--- config.mk ---
export PLATFORM = sky130hd
export DESIGN_NAME = apb_requester
export DESIGN_NICKNAME = d
export VERILOG_FILES = /design/src/rtl/apb_requester.sv
export SDC_FILE = /design/constraint.sdc
export NUM_CORES = 1
export LEC_CHECK = 0
export BUFFER_PORTS_ARGS = -buffer_cell sky130_fd_sc_hd__buf_2
export CAP_MARGIN = 10
export CORE_ASPECT_RATIO = 1.75
export CORE_MARGIN = 8
export CORE_UTILIZATION = 30
export CTS_CLUSTER_SIZE = 24
export DETAILED_ROUTE_END_ITERATION = 8
export HOLD_SLACK_MARGIN = 0.15
export SETUP_SLACK_MARGIN = 0.15
export SLEW_MARGIN = 20
export SYNTH_ARGS = -nofsm -noshare
export SYNTH_HDL_FRONTEND = slang
export SYNTH_SLANG_ARGS = --single-unit
export TNS_END_PERCENT = 100
--- constraint.sdc ---
create_clock -name i_Pclk -period 2.71 [get_ports i_Pclk]
set_clock_uncertainty 0.2 [all_clocks]
set_input_delay 0.4065 -clock i_Pclk [delete_from_list [all_inputs] [get_ports i_Pclk]]
set_output_delay 0.4065 -clock i_Pclk [all_outputs]
set_load 0.03 [all_outputs]
--- src/rtl/apb_requester.sv ---
// rtl/apb_requester.sv - APB initiator turning single local commands into APB transfers
//
// Ports:
//   i_Pclk, i_Reset                     clock, asynchronous active-high reset
//   i_Cmd_Valid/Write/Addr/Wdata        local command, accepted when o_Cmd_Ready=1
//   o_Cmd_Ready, o_Busy                 idle / transfer-in-progress indicators
//   o_Rsp_Valid/Rdata/Err/Timeout       one-cycle response strobe and held status
//   o_Psel, o_Penable, o_Pwrite,        APB request side
//   o_Paddr, o_Pwdata
//   i_Pready, i_Prdata, i_Pslverr       APB completion side
module apb_requester #(
   parameter int ADDR_WIDTH     = 2,
   parameter int DATA_WIDTH     = 8,
   parameter int TIMEOUT_CYCLES = 16
) (
   input  logic                  i_Pclk,
   input  logic                  i_Reset,
   input  logic                  i_Cmd_Valid,
   input  logic                  i_Cmd_Write,
   input  logic [ADDR_WIDTH-1:0] i_Cmd_Addr,
   input  logic [DATA_WIDTH-1:0] i_Cmd_Wdata,
   output logic                  o_Cmd_Ready,
   output logic                  o_Rsp_Valid,
   output logic [DATA_WIDTH-1:0] o_Rsp_Rdata,
   output logic                  o_Rsp_Err,
   output logic                  o_Rsp_Timeout,
   output logic                  o_Busy,
   output logic                  o_Psel,
   output logic                  o_Penable,
   output logic                  o_Pwrite,
   output logic [ADDR_WIDTH-1:0] o_Paddr,
   output logic [DATA_WIDTH-1:0] o_Pwdata,
   input  logic                  i_Pready,
   input  logic [DATA_WIDTH-1:0] i_Prdata,
   input  logic                  i_Pslverr
);

   localparam int CW = (TIMEOUT_CYCLES > 0) ? $clog2(TIMEOUT_CYCLES + 1) : 1;
   localparam bit TIMEOUT_EN = (TIMEOUT_CYCLES != 0);
   localparam logic [CW-1:0] CNT_MAX = '1;
   // Counter value just before the final PREADY-low sample that triggers the abort.
   localparam logic [CW-1:0] TO_LAST = TIMEOUT_EN ? CW'(TIMEOUT_CYCLES - 1) : '0;

   typedef enum logic [1:0] {IDLE, SETUP, ACCESS} state_t;

   state_t        state, next_state;
   logic          accept, complete, abort;
   logic [CW-1:0] wait_cnt;

   always_ff @(posedge i_Pclk or posedge i_Reset) begin
      if (i_Reset) state <= IDLE;
      else         state <= next_state;
   end

   always_comb begin
      next_state = state;
      accept     = 1'b0;
      complete   = 1'b0;
      abort      = 1'b0;
      case (state)
         IDLE: begin
            if (i_Cmd_Valid) begin
               accept     = 1'b1;
               next_state = SETUP;
            end
         end
         SETUP: next_state = ACCESS;
         ACCESS: begin
            // A ready slave on the threshold edge still completes normally.
            if (i_Pready) begin
               complete   = 1'b1;
               next_state = IDLE;
            end else if (TIMEOUT_EN && wait_cnt == TO_LAST) begin
               abort      = 1'b1;
               next_state = IDLE;
            end
         end
         default: next_state = IDLE;
      endcase
   end

   // Bus controls decode straight from the state register so an asynchronous
   // reset drops PSEL/PENABLE immediately.
   assign o_Cmd_Ready = (state == IDLE);
   assign o_Busy      = (state != IDLE);
   assign o_Psel      = (state != IDLE);
   assign o_Penable   = (state == ACCESS);

   always_ff @(posedge i_Pclk or posedge i_Reset) begin
      if (i_Reset) begin
         o_Paddr       <= '0;
         o_Pwrite      <= 1'b0;
         o_Pwdata      <= '0;
         o_Rsp_Valid   <= 1'b0;
         o_Rsp_Rdata   <= '0;
         o_Rsp_Err     <= 1'b0;
         o_Rsp_Timeout <= 1'b0;
         wait_cnt      <= '0;
      end else begin
         o_Rsp_Valid <= complete | abort;
         if (accept) begin
            o_Paddr  <= i_Cmd_Addr;
            o_Pwrite <= i_Cmd_Write;
            o_Pwdata <= i_Cmd_Wdata;
            wait_cnt <= '0;
         end else if (state == ACCESS && !i_Pready && wait_cnt != CNT_MAX) begin
            wait_cnt <= wait_cnt + CW'(1);
         end
         if (complete) begin
            o_Rsp_Rdata   <= o_Pwrite ? '0 : i_Prdata;
            o_Rsp_Err     <= i_Pslverr;
            o_Rsp_Timeout <= 1'b0;
         end else if (abort) begin
            o_Rsp_Rdata   <= '0;
            o_Rsp_Err     <= 1'b1;
            o_Rsp_Timeout <= 1'b1;
         end
      end
   end

endmodule

==> summary.md, run 1 <==
| Metric | Value |
|---|---|
| Switch share | 41.4% |
| Worst Path Max Fanout | 6 |
| HPWL after detailed placement | 2.14 mm |
| Hold path cells | 2 |
| Fraction of the cycle the final worst path needs | 79.4% |
| Worst EP required | 2.67 ns |
| CTS tree | yes |
| Hold crit path type | in -> reg |
| Final setup viols | 0 |
| Vias in the first global route | 1034 |
| Worst-skew pair later-pin latency | 0.27 ns |
| Worst vdd ir | 0.000523 V |
| Fin nets | 178 |
| Yosys top cell area share | 60.6% |
| Initial antenna violation count | 0 |
| Clock buffers created by TritonCTS | 5 |
| Routed wire length per instance | 14.4 um |
| Initial core utilization | 31.0% |
| Post-Synthesis Net Count | 110 |
| CP max stage cell | dfrtp_1 |
| Sequential cell area | 726 um^2 |
| Share of power burned in registers | 34.5% |
| Row Count | 30 |
| Via-to-Cell Ratio | 4.60 |
| Number of H-tree levels | 2 |
| Crit. End Element | flip-flop |
| Status | completed |
| Via count | 920 |
| Num ports | 50 |
| R2R Path End | wait_cnt[0]$_DFFE_PP0P_ |
| Area of the multi-input gates | 434 um^2 |
| Clock power share | 21.3% |
| Post-Synth XOR/XNOR Area | 0% |
| Adder-cell share of the synthesized area | 3.13% |
| Startpoint types | flip-flop |
| Synth Flop Type | dfrtp_1 |
| Worst R2R Path Depth | 6 |
| DR iter-0 viols | 18 |
| Clk sinks | 29 |
| Worst r2r src | wait_cnt[0]$_DFFE_PP0P_ |
| Normalized max-slew margin | 53.3% |
| Pint | 0.00125 W |
| Slew Viols, Final | 0 |
| EDFF count, synth | 0 |
| Antenna-violating nets left | 0 |
| Post-synth cell types | 23 |
| Hold Path Origin | i_Cmd_Addr[1] |
| Initial DRT Pass Iterations | 4 |
| Routability cong. | 0.730 |
| Tmin final | 2.15 ns |
| Clock root cell | clkbuf_8 |
| Final wirelength | 2.89 mm |
| CP delay by family, top | simple AND/OR/NAND/NOR gates |
| Cells along the critical path | ha_1 > and3_1 > ha_1 > nor4b_4 > nor2_1 > mux2_4 |
| R2r setup slk | 0.56 ns |
| Core ar. | 3870 um^2 |
| Most frequent cells after synthesis | 29 x dfrtp_1, 11 x mux2_1, 10 x a22o_1 |
| Crit path DAT | 2.11 ns |
| Die Width | 63.8 um |
| Number of max-cap violations | 0 |
| Fin. Hold Viols | 0 |
| Die Y-Extent | 99.6 um |
| Grt total ovfl | 0 |
| Gate power share | 44.2% |
| Layout cells sized above 1 | 42.1% |
| Antenna diodes | 0 |
| Residual DRC | 0 |
| Asr flop ratio synth | 100% |
| Max Clk Rate | 465 MHz |
| CP bufs+invs | 0 |
| Layout area overhead | 45.5% |
| P_leak | 0.896 nW |
| Post-synthesis mux area share | 13.3% |
| RSZ-0062 raised after global routing | no |
| Top cell type by total area after synthesis | dfrtp_1 |
| Net Switching | 0.000883 W |
| Synth Instances | 83 |
| Pwr dens | 1220 nW/um^2 |
| Flops & latches, synth | 29 |
| Count of input and output buffers | 49 |
| Fin Setup TNS | 0 ns |
| Crit Path Category | reg -> reg |
| Fin util | 45.0% |
| Filler cells | 377 |
| Slew @ Worst Pin | 0.700 ns |
| Sequential cell area fraction in the yosys report | 60.6% |
| Largest family of logic cells by synthesized area | multiplexers |
| Clk pin slew, worst setup/hold paths | 0.06 ns |
| Synth Area in Compound Gates | 10.7% |
| Largest net degree at the start of global routing | 30 |
| Avg Inst Size Synth | 14.4 um^2 |
| GRT Util Overall | 10.1% |
| Hold endpoint | o_Paddr[1]$_DFFE_PP0P_ |
| Die area | 6350 um^2 |
| First-pass GRT wire length | 4.97 mm |
| Syn Std Cell Area | 1200 um^2 |
| Top cell by count, worst path | ha_1 |
| Synthesis warning total | 0 |
| Post-synthesis simple-gate area fraction | 9.20% |
| Longest Clk Path Bufs | 2 |
| Max incr delay on CP | 0.41 ns |
| Top-count cell post-synth | dfrtp_1 |
| Largest cells by area after synthesis | dfrtp_1 61%, mux2_1 10%, a22o_1 7.3%, ha_1 3.1%, nor4b_4 2.0% |
==> repair_timing <==
item	in CTS	in global routing
hold endpoints to repair	40	1
gates resized for setup	0	0
hold buffers	12	1
buffers inserted	0	0
==> placed cells by master (no fill, tap or decap), types with 2 or more instances in the layout <==
master,n
dlygate4sd3_1,13
a22o_1,10
a21oi_1,2
inv_1,5
mux2i_1,2
nor2_1,3
buf_2,49
nand2_1,2
mux2_1,11
nand2b_1,2
ha_1,3
clkbuf_8,6
dfrtp_1,29
==> state kept, by name, summed over array words and instances, names as in the netlist <==
register       flops
o_Pwdata           8
o_Rsp_Timeout      1
o_Rsp_Valid        1
o_Rsp_Rdata        8
state              2
wait_cnt           5
o_Paddr            2
o_Pwrite           1
o_Rsp_Err          1
==> power groups by stage <==
stage	clock (W)	combinational (W)	sequential (W)
finish	0.000454	0.000942	0.000735
global route	0.000489	0.00101	0.000763
CTS	0.000470	0.000960	0.000739
detailed placement	0	0.000946	0.000743
global placement	0	0.000929	0.000729
floorplan	0	0.000370	0.00104
==> cells by family (layout without fill, tap and decap cells) <==
kind of cell | after synthesis | in the layout
flip-flops | 29 | 29
adder cells (fa/ha/maj) | 3 | 3
AO/OA/AOI/OAI | 15 | 15
multiplexers | 14 | 14
AND/OR/NAND/NOR | 14 | 14
buffers and inverters | 8 | 77
==> how the worst max path moves through the flow <==
stage                         endpoint  depth (start not counted)                     from
2_1_floorplan                   o_Psel                          3     state[0]$_DFFE_PP0P_
3_3_place_gp   wait_cnt[0]$_DFFE_PP0P_                          6  wait_cnt[0]$_DFFE_PP0P_
3_5_place_dp   wait_cnt[0]$_DFFE_PP0P_                          6  wait_cnt[0]$_DFFE_PP0P_
4_1_cts        wait_cnt[0]$_DFFE_PP0P_                          6  wait_cnt[0]$_DFFE_PP0P_
5_1_grt        wait_cnt[0]$_DFFE_PP0P_                          6  wait_cnt[0]$_DFFE_PP0P_
6_report       wait_cnt[0]$_DFFE_PP0P_                          6  wait_cnt[0]$_DFFE_PP0P_
==> area by class of cell <==
class / instances / share of cell area [%]
clock buffers: 7 / 4.96
clock inverters: 1 / 1.72
inverters: 6 / 1.29
multi-input cells: 46 / 24.9
flip-flops and latches: 29 / 41.7
well taps: 48 / 3.45
repair buffers: 63 / 22.0
==> metal layers <==
metal	part of all wire, %	global-route usage, %
met1	36	9.01
met2	53	17.5
met3	8.6	5.07
met4	2.6	6.22
met5	0	0
==> per-stage QoR <==
| step | total power [W] | hold WS (ns) | area [um^2] | worst slack, ns | cells |
|---|---|---|---|---|---|
| CTS | 0.00217 | 0.150 | 1730 | 0.554 | 199 |
| floorplan | 0.00141 | 0.238 | 1200 | 0.631 | 83 |
| finish | 0.00213 | 0.157 | 1740 | 0.558 | 200 |
| global placement | 0.00166 | 0.265 | 1500 | 0.675 | 179 |
| detailed placement | 0.00169 | 0.269 | 1500 | 0.578 | 179 |
| global route | 0.00226 | 0.151 | 1740 | 0.473 | 200 |
(Power assumes the default switching activity.)
==> inputs of run 2 (changes only) <==
==> constraint.sdc (replaced) <==
create_clock -name i_Pclk -period 1.9 [get_ports i_Pclk]
set_clock_uncertainty 0.2 [all_clocks]
set_input_delay 0.285 -clock i_Pclk [delete_from_list [all_inputs] [get_ports i_Pclk]]
set_output_delay 0.285 -clock i_Pclk [all_outputs]
set_load 0.03 [all_outputs]
==> run 2 against run 1 <==
Compared with the run above: the run now ends with negative setup slack left; hold slack better by 0.12 ns; clock power up 7.5%; maximum frequency up 11%; critical endpoint unchanged; largest cell class unchanged; largest power group unchanged.
==> summary.md, run 2 (synthesized netlist as in run 1, its figures left out) <==
| Metric | Value |
|---|---|
| Pwr dens | 1560 nW/um^2 (was 1220 nW/um^2) |
| Longest Clk Path Bufs | 2 (unchanged) |
| Die area | 6350 um^2 (unchanged) |
| Core ar. | 3870 um^2 (unchanged) |
| Residual DRC | 0 (unchanged) |
| Most common cell after layout, fill and taps aside | buf_2 (unchanged) |
| Switch share | 42.9% (was 41.4%) |
| Most frequent cells in the layout | 48 x buf_2, 28 x dfrtp_1, 22 x dlygate4sd3_1, 15 x buf_4, 11 x mux2_1 (was 49 x buf_2, 29 x dfrtp_1, 13 x dlygate4sd3_1, 11 x mux2_1, 10 x a22o_1) |
| CP max stage cell | dfrtp_1 (unchanged) |
| Worst-skew pair later-pin latency | 0.28 ns (was 0.27 ns) |
| Max incr delay on CP | 0.40 ns (was 0.41 ns) |
| First-pass GRT wire length | 5.44 mm (was 4.97 mm) |
| Placed instance count | 183 (was 179) |
| Die Y-Extent | 99.6 um (unchanged) |
| Fin. Hold Viols | 0 (unchanged) |
| Biggest regs | o_Pwdata: 8 flops, o_Rsp_Rdata: 8 flops, wait_cnt: 5 flops (unchanged) |
| Hold path cells | 1 (was 2) |
| Crit. End Element | flip-flop (unchanged) |
| CP bufs+invs | 1 (was 0) |
| Via count | 1012 (was 920) |
| Worst EP required | 1.87 ns (was 2.67 ns) |
| Number of max-cap violations | 0 (unchanged) |
| Vias in the first global route | 1127 (was 1034) |
| Final wirelength | 3.28 mm (was 2.89 mm) |
| Clk pin slew, worst setup/hold paths | 0.07 ns (was 0.06 ns) |
| Max Clk Rate | 517 MHz (was 465 MHz) |
| Clock root cell | clkbuf_8 (unchanged) |
| Clock buffers created by TritonCTS | 5 (unchanged) |
| Layout cells sized above 1 | 49.4% (was 42.1%) |
| Layout area overhead | 64.4% (was 45.5%) |
| Fraction of the cycle the final worst path needs | 102% (was 79.4%) |
| Startpoint types | flip-flop (unchanged) |
| RSZ-0062 raised after global routing | yes (was no) |
| Worst vdd ir | 0.000917 V (was 0.000523 V) |
| Die Width | 63.8 um (unchanged) |
| P_leak | 0.994 nW (was 0.896 nW) |
| Via-to-Cell Ratio | 4.52 (was 4.60) |
| Filler cells | 344 (was 377) |
| Gate power share | 50.1% (was 44.2%) |
| DR iter-0 viols | 25 (was 18) |
| Normalized max-slew margin | 75.5% (was 53.3%) |
| Fin util | 50.9% (was 45.0%) |
| Fin nets | 202 (was 178) |
| Slew Viols, Final | 0 (unchanged) |
| GRT Util Overall | 11.0% (was 10.1%) |
| HPWL after detailed placement | 2.22 mm (was 2.14 mm) |
| CP delay by family, top | simple AND/OR/NAND/NOR gates (unchanged) |
| Pint | 0.00176 W (was 0.00125 W) |
| Slew @ Worst Pin | 0.367 ns (was 0.700 ns) |
| Grt total ovfl | 0 (unchanged) |
| Clock power share | 15.9% (was 21.3%) |
| Layout Cells excl Fill | 224 (was 200) |
| Share of power burned in registers | 34.0% (was 34.5%) |
| Num ports | 50 (unchanged) |
| Crit path DAT | 1.90 ns (was 2.11 ns) |
| Routability cong. | 0.697 (was 0.730) |
| Overall Power | 0.00308 W (was 0.00213 W) |
| Antenna diodes | 0 (unchanged) |
| Failing checks | negative setup slack |
| Cells along the critical path | ha_2 > and3_4 > ha_4 > nor4b_4 > buf_4 > nor2_4 > mux2_4 (was ha_1 > and3_1 > ha_1 > nor4b_4 > nor2_1 > mux2_4) |
| Worst Path Max Fanout | 3 (was 6) |
| Clk sinks | 29 (unchanged) |
| Count of input and output buffers | 49 (unchanged) |
| Hold crit path type | reg -> reg (was in -> reg) |
| Fin Setup TNS | -0.0411 ns (was 0 ns) |
| Largest net degree at the start of global routing | 30 (unchanged) |
| Net Switching | 0.00132 W (was 0.000883 W) |
| Routed wire length per instance | 14.6 um (was 14.4 um) |
| Status | complete, but fails checks (was completed) |
| Initial antenna violation count | 0 (unchanged) |
| Worst R2R Path Depth | 7 (was 6) |
| CTS tree | yes (unchanged) |
| Worst path depth | 7 (was 6) |
| Tmin final | 1.94 ns (was 2.15 ns) |
| Crit Path Category | reg -> reg (unchanged) |
| Initial core utilization | 31.0% (unchanged) |
| Setup ws final | -0.0360 ns (was 0.558 ns) |
| Number of H-tree levels | 2 (unchanged) |
| Row Count | 30 (unchanged) |
| Initial DRT Pass Iterations | 4 (unchanged) |
| Antenna-violating nets left | 0 (unchanged) |
| Final setup viols | 3 (was 0) |
## run 2: cell types whose count changed in the layout (fill, tap and decap cells not counted), sizes merged
cell / delta
buf: +15
dlygate4sd3: +9
clkbuf: -2
clkinv: +2
bufinv: -1
clkinvlp: +1
## run 2: cell type report
type                            instances  area, um^2  share of cell area [%]
Sequential cell                        29         727                    36.9
Timing Repair Buffer                   87         596                    30.3
Inverter                                6        22.5                    1.14
Multi-Input combinational cell         46         477                    24.2
Clock buffer                            5        68.8                    3.50
Tap cell                               48        60.1                    3.05
Clock inverter                          3        17.5                   0.890
## run 2: metrics by stage
step | setup slack, ns | area (um^2) | hold WS (ns)
after floorplan | -0.0350 | 1220 | 0.163
after global placement | 0.0410 | 1550 | 0.167
after detailed placement | -0.0699 | 1550 | 0.179
after CTS | -0.00347 | 1910 | 0.284
after global routing | -0.108 | 1970 | 0.302
final | -0.0360 | 1970 | 0.282
## run 2: path summary, 6_finish.rpt
kind / endpoint / slack, ns / startpoint
hold reg to reg: o_Pwdata[0]$_DFFE_PP0P_ / 0.28 / o_Pwdata[0]$_DFFE_PP0P_
max in group asynchronous: state[0]$_DFFE_PP0P_ / 0.75 / i_Reset
min in group asynchronous: o_Paddr[0]$_DFFE_PP0P_ / 0.46 / i_Reset
setup reg to reg: wait_cnt[0]$_DFFE_PP0P_ / -0.04 / wait_cnt[0]$_DFFE_PP0P_
setup / recovery: wait_cnt[0]$_DFFE_PP0P_ / -0.04 / wait_cnt[0]$_DFFE_PP0P_
hold / removal: o_Pwdata[0]$_DFFE_PP0P_ / 0.28 / o_Pwdata[0]$_DFFE_PP0P_
## run 2: power groups by stage
stage               Clock [W]  Combinational [W]  Sequential, W
finish               0.000488            0.00154        0.00105
global route         0.000540            0.00166        0.00108
CTS                  0.000514            0.00149        0.00105
detailed placement          0            0.00139        0.00106
global placement            0            0.00137        0.00104
floorplan                   0           0.000530        0.00148
## run 2: timing repair
action / 4_1_cts / 5_1_grt
resized for setup: 5 / 3
hold buffers: 22 / 0
pin swaps: 3 / 9
setup buffers: 5 / 6
endpoints found under the hold margin: 51 / 0
endpoints found under the setup margin: 14 / 15
cloned: 0 / 0
## run 2: layer usage
metal	track usage, %	share of wire (%)
met1	9.41	32
met2	20.3	57
met5	0	0
met3	5.29	8.1
met4	5.87	3.0
==> inputs of run 3 (changes only) <==
--- a/config.mk
+++ b/config.mk
@@ -13,7 +13,7 @@
 export CTS_CLUSTER_SIZE = 24
 export DETAILED_ROUTE_END_ITERATION = 8
 export HOLD_SLACK_MARGIN = 0.15
-export SETUP_SLACK_MARGIN = 0.15
+export SETUP_SLACK_MARGIN = 0.1
 export SLEW_MARGIN = 20
 export SYNTH_ARGS = -nofsm -noshare
 export SYNTH_HDL_FRONTEND = slang
==> run 3 against run 2 <==
Compared with the run above: the flow now finishes without violations; critical path depth did not move; die area unchanged; sequential power is essentially flat; clock power grew 32%; count of clock-buffer cells in the layout rose by 2; core utilization fell by 0.49 points; register-to-register slack improved by 0.07 ns; setup slack improved by 0.072 ns; combinational power shrank 6%; hold slack hardly changed; total power up 1.9%; sequential share of layout area up 0.36 points; critical path type unchanged; largest cell class unchanged.
==> summary.md, run 3 (synthesized netlist as in run 1, its figures left out) <==
| Metric | Value |
|---|---|
| Worst Path Max Fanout | 3 (unchanged) |
| Antenna-violating nets left | 0 (unchanged) |
| Num ports | 50 (unchanged) |
| Largest net degree at the start of global routing | 18 (was 30) |
| Normalized max-slew margin | 63.8% (was 75.5%) |
| Fin Setup TNS | 0 ns (was -0.0411 ns) |
| Fin util | 50.4% (was 50.9%) |
| Routability cong. | 0.742 (was 0.697) |
| Fin nets | 195 (was 202) |
| Layout cells sized above 1 | 46.7% (was 49.4%) |
| DR iter-0 viols | 39 (was 25) |
| Routed wire length per instance | 13.4 um (was 14.6 um) |
| Die area | 6350 um^2 (unchanged) |
| HPWL after detailed placement | 2.19 mm (was 2.22 mm) |
| Worst-skew pair later-pin latency | 0.27 ns (was 0.28 ns) |
| Fraction of the cycle the final worst path needs | 98.1% (was 102%) |
| Max incr delay on CP | 0.39 ns (was 0.40 ns) |
| R2R Path End | wait_cnt[3]$_DFFE_PP0P_ (was wait_cnt[0]$_DFFE_PP0P_) |
| Fin. Hold Viols | 0 (unchanged) |
| First-pass GRT wire length | 5.14 mm (was 5.44 mm) |
| RSZ-0062 raised after global routing | yes (unchanged) |
| Worst R2R Path Depth | 7 (unchanged) |
| Worst vdd ir | 0.000823 V (was 0.000917 V) |
| Longest Clk Path Bufs | 2 (unchanged) |
| CP delay by family, top | simple AND/OR/NAND/NOR gates (unchanged) |
| Slew Viols, Final | 0 (unchanged) |
| Setup WS pre-CTS | -0.0726 ns (was -0.0699 ns) |
| Hold WS | 0.281 ns (was 0.282 ns) |
| Most common cell after layout, fill and taps aside | buf_2 (unchanged) |
| Clock buffers created by TritonCTS | 5 (unchanged) |
| Initial core utilization | 31.0% (unchanged) |
| Residual DRC | 0 (unchanged) |
| P_leak | 0.974 nW (was 0.994 nW) |
| Number of max-cap violations | 0 (unchanged) |
| GRT Util Overall | 10.2% (was 11.0%) |
| Core ar. | 3870 um^2 (unchanged) |
| Max Clk Rate | 537 MHz (was 517 MHz) |
| Count of input and output buffers | 49 (unchanged) |
| Hold endpoint | o_Pwdata[2]$_DFFE_PP0P_ (was o_Pwdata[0]$_DFFE_PP0P_) |
| Die Y-Extent | 99.6 um (unchanged) |
| Number of H-tree levels | 2 (unchanged) |
| Slew @ Worst Pin | 0.542 ns (was 0.367 ns) |
| Clk pin slew, worst setup/hold paths | 0.06 ns (was 0.07 ns) |
| Final setup viols | 0 (was 3) |
| Clock root cell | clkbuf_8 (unchanged) |
| Final wirelength | 2.92 mm (was 3.28 mm) |
| Initial antenna violation count | 0 (unchanged) |
| Most frequent cells in the layout | 48 x buf_2, 28 x dfrtp_1, 22 x dlygate4sd3_1, 11 x mux2_1, 10 x a22o_1 (was 48 x buf_2, 28 x dfrtp_1, 22 x dlygate4sd3_1, 15 x buf_4, 11 x mux2_1) |
| Hold crit path type | reg -> reg (unchanged) |
| Hold Path Origin | o_Pwdata[2]$_DFFE_PP0P_ (was o_Pwdata[0]$_DFFE_PP0P_) |
| Worst r2r src | wait_cnt[1]$_DFFE_PP0P_ (was wait_cnt[0]$_DFFE_PP0P_) |
| Clk sinks | 29 (unchanged) |
| Crit path DAT | 1.82 ns (was 1.90 ns) |
| Crit. End Element | flip-flop (unchanged) |
| Via-to-Cell Ratio | 4.52 (about the same) |
| Startpoint types | flip-flop (unchanged) |
| Antenna diodes | 0 (unchanged) |
| Hold path cells | 1 (unchanged) |
| Status | completed (was complete, but fails checks) |
| Worst EP required | 1.85 ns (was 1.87 ns) |
| Cells along the critical path | ha_2 > and3_4 > ha_4 > nor4b_4 > buf_4 > nand4_1 > mux2i_1 (was ha_2 > and3_4 > ha_4 > nor4b_4 > buf_4 > nor2_4 > mux2_4) |
| Biggest regs | o_Pwdata: 8 flops, o_Rsp_Rdata: 8 flops, wait_cnt: 5 flops (unchanged) |
| Tmin final | 1.86 ns (was 1.94 ns) |
| CP bufs+invs | 1 (unchanged) |
| Grt total ovfl | 0 (unchanged) |
| Setup ws final | 0.0361 ns (was -0.0360 ns) |
| Row Count | 30 (unchanged) |
| Crit Path Category | reg -> reg (unchanged) |
| Via count | 980 (was 1012) |
| Vias in the first global route | 1129 (was 1127) |
| Layout area overhead | 62.8% (was 64.4%) |
| CP max stage cell | dfrtp_1 (unchanged) |
| Pwr dens | 1610 nW/um^2 (was 1560 nW/um^2) |
| Die Width | 63.8 um (unchanged) |
| Initial DRT Pass Iterations | 4 (unchanged) |
| R2r setup slk | 0.04 ns (was -0.04 ns) |
| CTS tree | yes (unchanged) |
==> run 3: routing by layer <==
metal	GRT usage, %	wire [um]	vias up
li1	-	-	462
met1	9.73	1090	475
met2	17.5	1570	36
met3	3.60	174	7
met4	7.25	80	0
met5	0	0	-
==> run 3: through the flow <==
step	instances	power [W]	area (um^2)
finish	217	0.00314	1950
global route	217	0.00333	1950
CTS	215	0.00318	1920
detailed placement	184	0.00247	1570
global placement	184	0.00243	1570
floorplan	83	0.00201	1220
==> run 3: area by class of cell <==
cell class | count | area (um^2)
timing repair buffer | 80 | 552
inverter | 6 | 22.5
tap | 48 | 60.1
fill | 347 | 1920
sequential | 29 | 727
multi-input combinational | 46 | 472
clock buffer | 7 | 86.3
clock inverter | 1 | 30.0
==> run 3: how the worst max path moves through the flow <==
| stage | start | end | slack, ns | cells past startpoint |
|---|---|---|---|---|
| after floorplan | wait_cnt[0]$_DFFE_PP0P_ | wait_cnt[0]$_DFFE_PP0P_ | -0.04 | 6 |
| after global placement | wait_cnt[1]$_DFFE_PP0P_ | wait_cnt[0]$_DFFE_PP0P_ | 0.01 | 6 |
| after detailed placement | wait_cnt[1]$_DFFE_PP0P_ | wait_cnt[0]$_DFFE_PP0P_ | -0.07 | 6 |
| after CTS | wait_cnt[1]$_DFFE_PP0P_ | wait_cnt[3]$_DFFE_PP0P_ | 0.02 | 7 |
| after global routing | wait_cnt[1]$_DFFE_PP0P_ | wait_cnt[3]$_DFFE_PP0P_ | -0.05 | 7 |
| final | wait_cnt[1]$_DFFE_PP0P_ | wait_cnt[3]$_DFFE_PP0P_ | 0.04 | 7 |
==> run 3: power by group <==
group / internal (W) / switching (W) / total [W]
Sequential: 0.000878 / 0.000158 / 0.00104
Clock: 0.000427 / 0.000218 / 0.000645
Combinational: 0.000558 / 0.000896 / 0.00145
Total: 0.00186 / 0.00127 / 0.00314
==> run 3: timing repair <==
item                       in CTS  in global routing
buffers inserted                1                  2
setup endpoints to repair       6                 14
hold endpoints to repair       34                  0
pin swaps                       3                  0
resized for setup               2                  4
hold buffers                   22                  0
